--- src/rtl/apb_ucpd_pkg.sv ---
// apb_ucpd_pkg: shared UCPD transmit constants, 4b5b table and CRC symbol-image helper.
package apb_ucpd_pkg;
  localparam int PRE_BIT_NUM = 64;
  localparam int SOP_BIT_NUM = 20;
  localparam int CRC_BIT_NUM = 40;
  localparam int TX_BIT5_NUM = 5;
  localparam logic [4:0] K_SYNC1 = 5'b11000;
  localparam logic [4:0] K_SYNC2 = 5'b10001;
  localparam logic [4:0] K_RST1 = 5'b00111;
  localparam logic [4:0] K_RST2 = 5'b11001;
  localparam logic [4:0] K_EOP = 5'b01101;
  localparam logic [31:0] CRC_POLY = 32'h04C11DB7;
  localparam logic [31:0] CRC_POLY_REF = 32'hEDB88320;
  localparam logic [31:0] CRC_SEED = 32'hFFFFFFFF;
  // code for nibble n sits at [5n+4:5n]; bit 0 of each code goes on the wire first
  localparam logic [79:0] ENC_TBL = {5'b11101, 5'b11100, 5'b11011, 5'b11010,
                                     5'b10111, 5'b10110, 5'b10011, 5'b10010,
                                     5'b01111, 5'b01110, 5'b01011, 5'b01010,
                                     5'b10101, 5'b10100, 5'b01001, 5'b11110};
  function automatic logic [4:0] enc4b5b(input logic [3:0] n);
    return ENC_TBL[int'(n) * 5 +: 5];
  endfunction
  function automatic logic [CRC_BIT_NUM-1:0] crc_img(input logic [31:0] c);
    logic [CRC_BIT_NUM-1:0] r;
    for (int i = 0; i < 8; i++) r[5*i +: 5] = enc4b5b(c[4*i +: 4]);
    return r;
  endfunction
endpackage

--- src/rtl/apb_ucpd_crc32.sv ---
// apb_ucpd_crc32: byte-parallel bit-reflected CRC32 with synchronous init and update.
module apb_ucpd_crc32
  import apb_ucpd_pkg::*;
(
  input  logic        clk,
  input  logic        rst,
  input  logic        init_i,
  input  logic        upd_i,
  input  logic [7:0]  data_i,
  output logic [31:0] crc_o
);
  logic [31:0] crc_q, crc_d, nxt;
  always_comb begin
    nxt = crc_q;
    for (int i = 0; i < 8; i++) nxt = {1'b0, nxt[31:1]} ^ ((nxt[0] ^ data_i[i]) ? CRC_POLY_REF : 32'h0);
    crc_d = init_i ? CRC_SEED : upd_i ? nxt : crc_q;
  end
  always_ff @(posedge clk) crc_q <= rst ? CRC_SEED : crc_d;
  assign crc_o = crc_q;
endmodule

--- src/rtl/apb_ucpd_tx_enc.sv ---
// apb_ucpd_tx_enc: UCPD 4b5b transmit encoder, LSB-first serialiser and BMC line driver.
// Define UCPD_TX_CRC_EN to use the internal CRC32 instead of the external tx_crc.
module apb_ucpd_tx_enc
  import apb_ucpd_pkg::*;
(
  input  logic        ic_clk,
  input  logic        ic_rst,
  input  logic        ucpden,
  input  logic        bit_clk_red,
  input  logic        hbit_clk_red,
  input  logic        pre_en,
  input  logic        sop_en,
  input  logic        data_en,
  input  logic        crc_en,
  input  logic        eop_en,
  input  logic        wait_en,
  input  logic        tx_pre_cmplt,
  input  logic        tx_data_cmplt,
  input  logic        tx_crc_cmplt,
  input  logic        tx_bit5_cmplt,
  input  logic        txfifo_ld_en,
  input  logic [7:0]  txdr,
  input  logic [19:0] tx_ordset,
  input  logic [31:0] tx_crc,
  output logic        tx_bit,
  output logic        cc_out,
  output logic [31:0] crc_val
);
  localparam int SR_W = CRC_BIT_NUM;
  localparam int CNT_W = $clog2(PRE_BIT_NUM);
  logic rst, active, shift, pre_rise, ld_eop, ld_crc, ld_ord;
  logic pre_q, tx_bit_q, tx_bit_d, cc_q, cc_d;
  logic [CNT_W-1:0] cnt_q, cnt_d;
  logic [SR_W-1:0] sr_q, sr_d;
  logic [31:0] crc_src;
  assign rst = ic_rst | ~ucpden;
  assign shift = sop_en | data_en | crc_en | eop_en;
  assign active = pre_en | shift;
  assign pre_rise = pre_en & ~pre_q;
  assign ld_eop = tx_crc_cmplt | (tx_bit5_cmplt & (data_en | crc_en));
  assign ld_crc = data_en & tx_data_cmplt & ~tx_bit5_cmplt;
  assign ld_ord = pre_en & tx_pre_cmplt;
`ifdef UCPD_TX_CRC_EN
  logic unused_crc;
  assign unused_crc = ^tx_crc;
  apb_ucpd_crc32 u_crc (
    .clk(ic_clk),
    .rst(rst),
    .init_i(pre_rise),
    .upd_i(txfifo_ld_en & (sop_en | data_en)),
    .data_i(txdr),
    .crc_o(crc_val)
  );
  assign crc_src = ~crc_val;
`else
  assign crc_val = CRC_SEED;
  assign crc_src = tx_crc;
`endif
  // a load replaces the shift so the next phase starts on the same bit boundary
  always_comb begin
    sr_d = ld_eop ? SR_W'(K_EOP)
         : ld_crc ? crc_img(crc_src)
         : txfifo_ld_en ? SR_W'({enc4b5b(txdr[7:4]), enc4b5b(txdr[3:0])})
         : ld_ord ? SR_W'(tx_ordset)
         : (bit_clk_red & shift) ? {1'b0, sr_q[SR_W-1:1]} : sr_q;
    cnt_d = pre_rise ? '0 : (pre_en & bit_clk_red) ? cnt_q + 1'b1 : cnt_q;
    tx_bit_d = (pre_en & ~tx_pre_cmplt) ? cnt_d[0] : sr_d[0];
    cc_d = wait_en ? cc_q & ~hbit_clk_red
         : active ? cc_q ^ (pre_rise | bit_clk_red) ^ (hbit_clk_red & tx_bit_q) : 1'b0;
  end
  always_ff @(posedge ic_clk) begin
    if (rst) begin
      pre_q <= 1'b0;
      cnt_q <= '0;
      sr_q <= '0;
      tx_bit_q <= 1'b0;
      cc_q <= 1'b0;
    end else begin
      pre_q <= pre_en;
      cnt_q <= cnt_d;
      sr_q <= sr_d;
      tx_bit_q <= tx_bit_d;
      cc_q <= cc_d;
    end
  end
  assign tx_bit = tx_bit_q;
  assign cc_out = cc_q;
endmodule
--- config.mk ---
export PLATFORM = sky130hd
export DESIGN_NAME = apb_ucpd_tx_enc
export DESIGN_NICKNAME = d
export VERILOG_FILES = /design/src/rtl/apb_ucpd_pkg.sv /design/src/rtl/apb_ucpd_crc32.sv /design/src/rtl/apb_ucpd_tx_enc.sv
export SDC_FILE = /design/constraint.sdc
export NUM_CORES = 1
export LEC_CHECK = 0
export CAP_MARGIN = 10
export CORE_MARGIN = 2
export CORE_UTILIZATION = 60
export CTS_CLUSTER_DIAMETER = 120
export DETAILED_ROUTE_END_ITERATION = 10
export DONT_BUFFER_PORTS = 1
export PLACE_DENSITY = 0.76
export SLEW_MARGIN = 15
export SYNTH_ARGS = -nofsm -noshare
export SYNTH_HDL_FRONTEND = slang
export SYNTH_SLANG_ARGS = --single-unit
--- constraint.sdc ---
create_clock -name ic_clk -period 3.2 [get_ports ic_clk]
set_input_delay 0.96 -clock ic_clk [delete_from_list [all_inputs] [get_ports ic_clk]]
set_output_delay 0.96 -clock ic_clk [all_outputs]
set_load 0.005 [all_outputs]
==> flow_metrics.tcl <==
set metrics [dict create \
    status "complete, no violations" \
    cp-start-kind "input pin" \
    path_cells "and3b_1 > buf_4 > nor3_1 > a221o_1 > a21oi_1" \
    avgViaCountPerCell 6.26 \
    rsz0062_at_grt "no" \
    synth_edf_count 0 \
    drv_cap 0 \
    syn_area_mm2 0.00303 \
    cp.required_ns 3.43 \
    die_w_um 75.0 \
    clkTransAtPathRegs_ns 0.08 \
    hold_viol 0 \
    multiInputGateArea_mm2 0.00189 \
    cts_root_buffer "clkbuf_8" \
    dr_wl_met3_um 790 \
    worstPathMaxFanout 19 \
    synth_area_leaders "dfxtp_1, o21ai_0, buf_4" \
    htreeDepth 2 \
    clk_path_buf_depth 2 \
    crit_slowest_cell "and3b_1" \
    finalSetupViolCount 0 \
    max_stage_delay_ns 0.59 \
    grt_pass1_vias 2487 \
    ioPinCount 110 \
    grt_pass1_wl_um 11200 \
    wirelength_um 7450 \
    grt_max_degree 40 \
    cts_tree "yes" \
    maxSlewHeadroom_pct 58.7 \
    initial_core_util_pct 63.2 \
    drive_gt1_share_pct 6.45 \
    register_area_um2 881 \
    cts.repair.resized 0 \
    n_fill_cell 472 \
    numCtsBuffers 5 \
    num_antenna_cells 0 \
    die-area_mm2 0.00563 \
    hp-class "reg2reg" \
    worstSkewPairLatency_ns 0.30 \
    nNetsFinal 478 \
    dr_wl_met2_um 3230 \
    power.density_mw_per_mm2 363 \
    area_growth_pct 0.372 \
    initialDrtViolationCount 280 \
    end_kind "flop" \
    fp.dieH_um 75.0 \
    drt-met1-wl_um 3340 \
    grt_antenna_before_repair 0 \
    synth-seq-cells 44 \
    worst-setup-path-type "in2reg" \
    drv_slew 0 \
    finalCritPeriodShare_pct 67.5 \
    yosysTopAreaCell "dfxtp_1" \
    track_usage_pct 25.7 \
    max_freq_mhz 463 \
    rows 25 \
    irDropWorstVdd_uv 240 \
    critPathArrivalTime_ns 2.39 \
    synthFlopType "dfxtp_1" \
    power_w 0.00110 \
    ys_warn_count 0 \
    placed_cell_area_mm2 0.00295 \
    cts.sinks 44 \
    cp_num_buf_inv 1 \
    dr.pass1.iters 5 \
    numPortBuffers 0 \
    ant_nets 0 \
    leakage_nw 1.10 \
    vias 2940 \
    cts_setup_buffers 0 \
    avgRoutedWirePerCell_um 15.8 \
    finClkSkew_ns 0.00620 \
    final.min_clock_period_ns 2.16 \
    gp_congestion 0.833 \
    synth_top_area_share_pct 29.1 \
    ys_seq_area_share_pct 29.1 \
    finalSetupTns_ns 0 \
    grt_overflow 0 \
    final_area_mm2 0.00304 \
    syn_inst 413 \
    core_mm2 0.00479 \
    synth.avg_cell_area_um2 7.33 \
    drc 0 \
    yosysUniqueCellTypes 52 \
    holdBufCountCts 0 \
    worstMarginPinSlew_ns 0.620 \
    async_reset_ff_share_pct 0 \
    crit_family "simple AND/OR/NAND/NOR gates" \
    top_layer "met4" \
    hpwl_um 5330 \
]
-- per-layer routing --
layer | vias up | global-route usage [%]
met5 | - | 0
met4 | 0 | 7.94
met3 | 9 | 7.10
met2 | 144 | 39.3
met1 | 1355 | 35.3
li1 | 1432 | -
-- path summary, 6_finish.rpt --
kind | from | endpoint | slack [ns] | depth (start not counted)
min reg2reg | sr_q[39]$_SDFFE_PP0P_ | sr_q[39]$_SDFFE_PP0P_ | 0.46 | 2
max reg2reg | cc_out$_SDFF_PP0_ | cc_out$_SDFF_PP0_ | 1.83 | 4
max | tx_bit5_cmplt | sr_q[3]$_SDFFE_PP0P_ | 1.04 | 5
min | sr_q[39]$_SDFFE_PP0P_ | sr_q[39]$_SDFFE_PP0P_ | 0.46 | 2
-- synthesized netlist by cell type (all sizes together) (5+ instances only) --
library cell	number
nand3	12
nor2b	6
inv	10
dfxtp	44
a21o	7
nor2	44
a31oi	9
clkbuf	24
nand2	14
xnor2	7
o21ai	66
o21bai	5
buf	33
a21oi	36
nor3	25
-- report_power, final --
part | internal [W] | switching, W
Clock | 0.000152 | 0.000196
Sequential | 0.000559 | 0.00000635
Combinational | 0.0000788 | 0.000109
-- metrics by stage --
step                utilization, %  worst slack, ns  instances  hold slack [ns]
floorplan                        -            0.781        444            0.433
global placement              61.6            0.788        462            0.447
detailed placement            61.6            0.770        462            0.452
CTS                           63.5             1.06        470            0.463
global route                  63.5            0.951        470            0.492
finish                        63.5             1.04        470            0.461
-- registers in the layout, indices dropped and copies added (netlist names) --
register,flops
tx_bit,1
sr_q,40
cc_out,1
pre_q,1
cnt_q,1
-- cell families (layout without fill, tap and decap cells) --
group           after synthesis  in the layout  share of synthesized area, %
flops                        44             44                          29.1
xor+xnor                      7              7                          2.03
other cells                   1             32                         0.124
compound gates              170            170                          36.0
mux                           3              3                          1.08
buf+inv                      67             26                          12.5
simple gates                121            121                          19.1
-- placed cells by master, fill, tap and decap left out, types with 4 or more instances in the layout --
| cell | n |
|---|---|
| a21oi_1 | 36 |
| dfxtp_1 | 44 |
| xnor2_1 | 7 |
| o21ai_0 | 66 |
| nand2_1 | 14 |
| o21bai_1 | 5 |
| a21boi_0 | 4 |
| a21o_1 | 7 |
| nor2_1 | 44 |
| nor2b_1 | 6 |
| clkbuf_8 | 5 |
| nand3_1 | 12 |
| buf_4 | 8 |
| a31oi_1 | 9 |
| o211ai_1 | 4 |
| a2bb2oi_1 | 4 |
| a221o_1 | 4 |
| o221ai_1 | 4 |
| nor3_1 | 25 |
| conb_1 | 32 |
| inv_1 | 10 |
| nand2b_1 | 4 |
-- tightest hold or removal path, stage by stage, from the launching register on --
cell and delay, ns:
dfxtp_1 0.32, nand2_1 0.05, a21oi_1 0.05
-- final cells by class --
class / instances / share of cell area [%]
clock buffer: 5 / 2.27
clock inverter: 3 / 0.618
multi-input combinational: 333 / 62.1
inverter: 10 / 1.24
tap: 67 / 2.76
sequential: 44 / 29.0
timing repair buffer: 8 / 1.98
(Power assumes the default switching activity.)
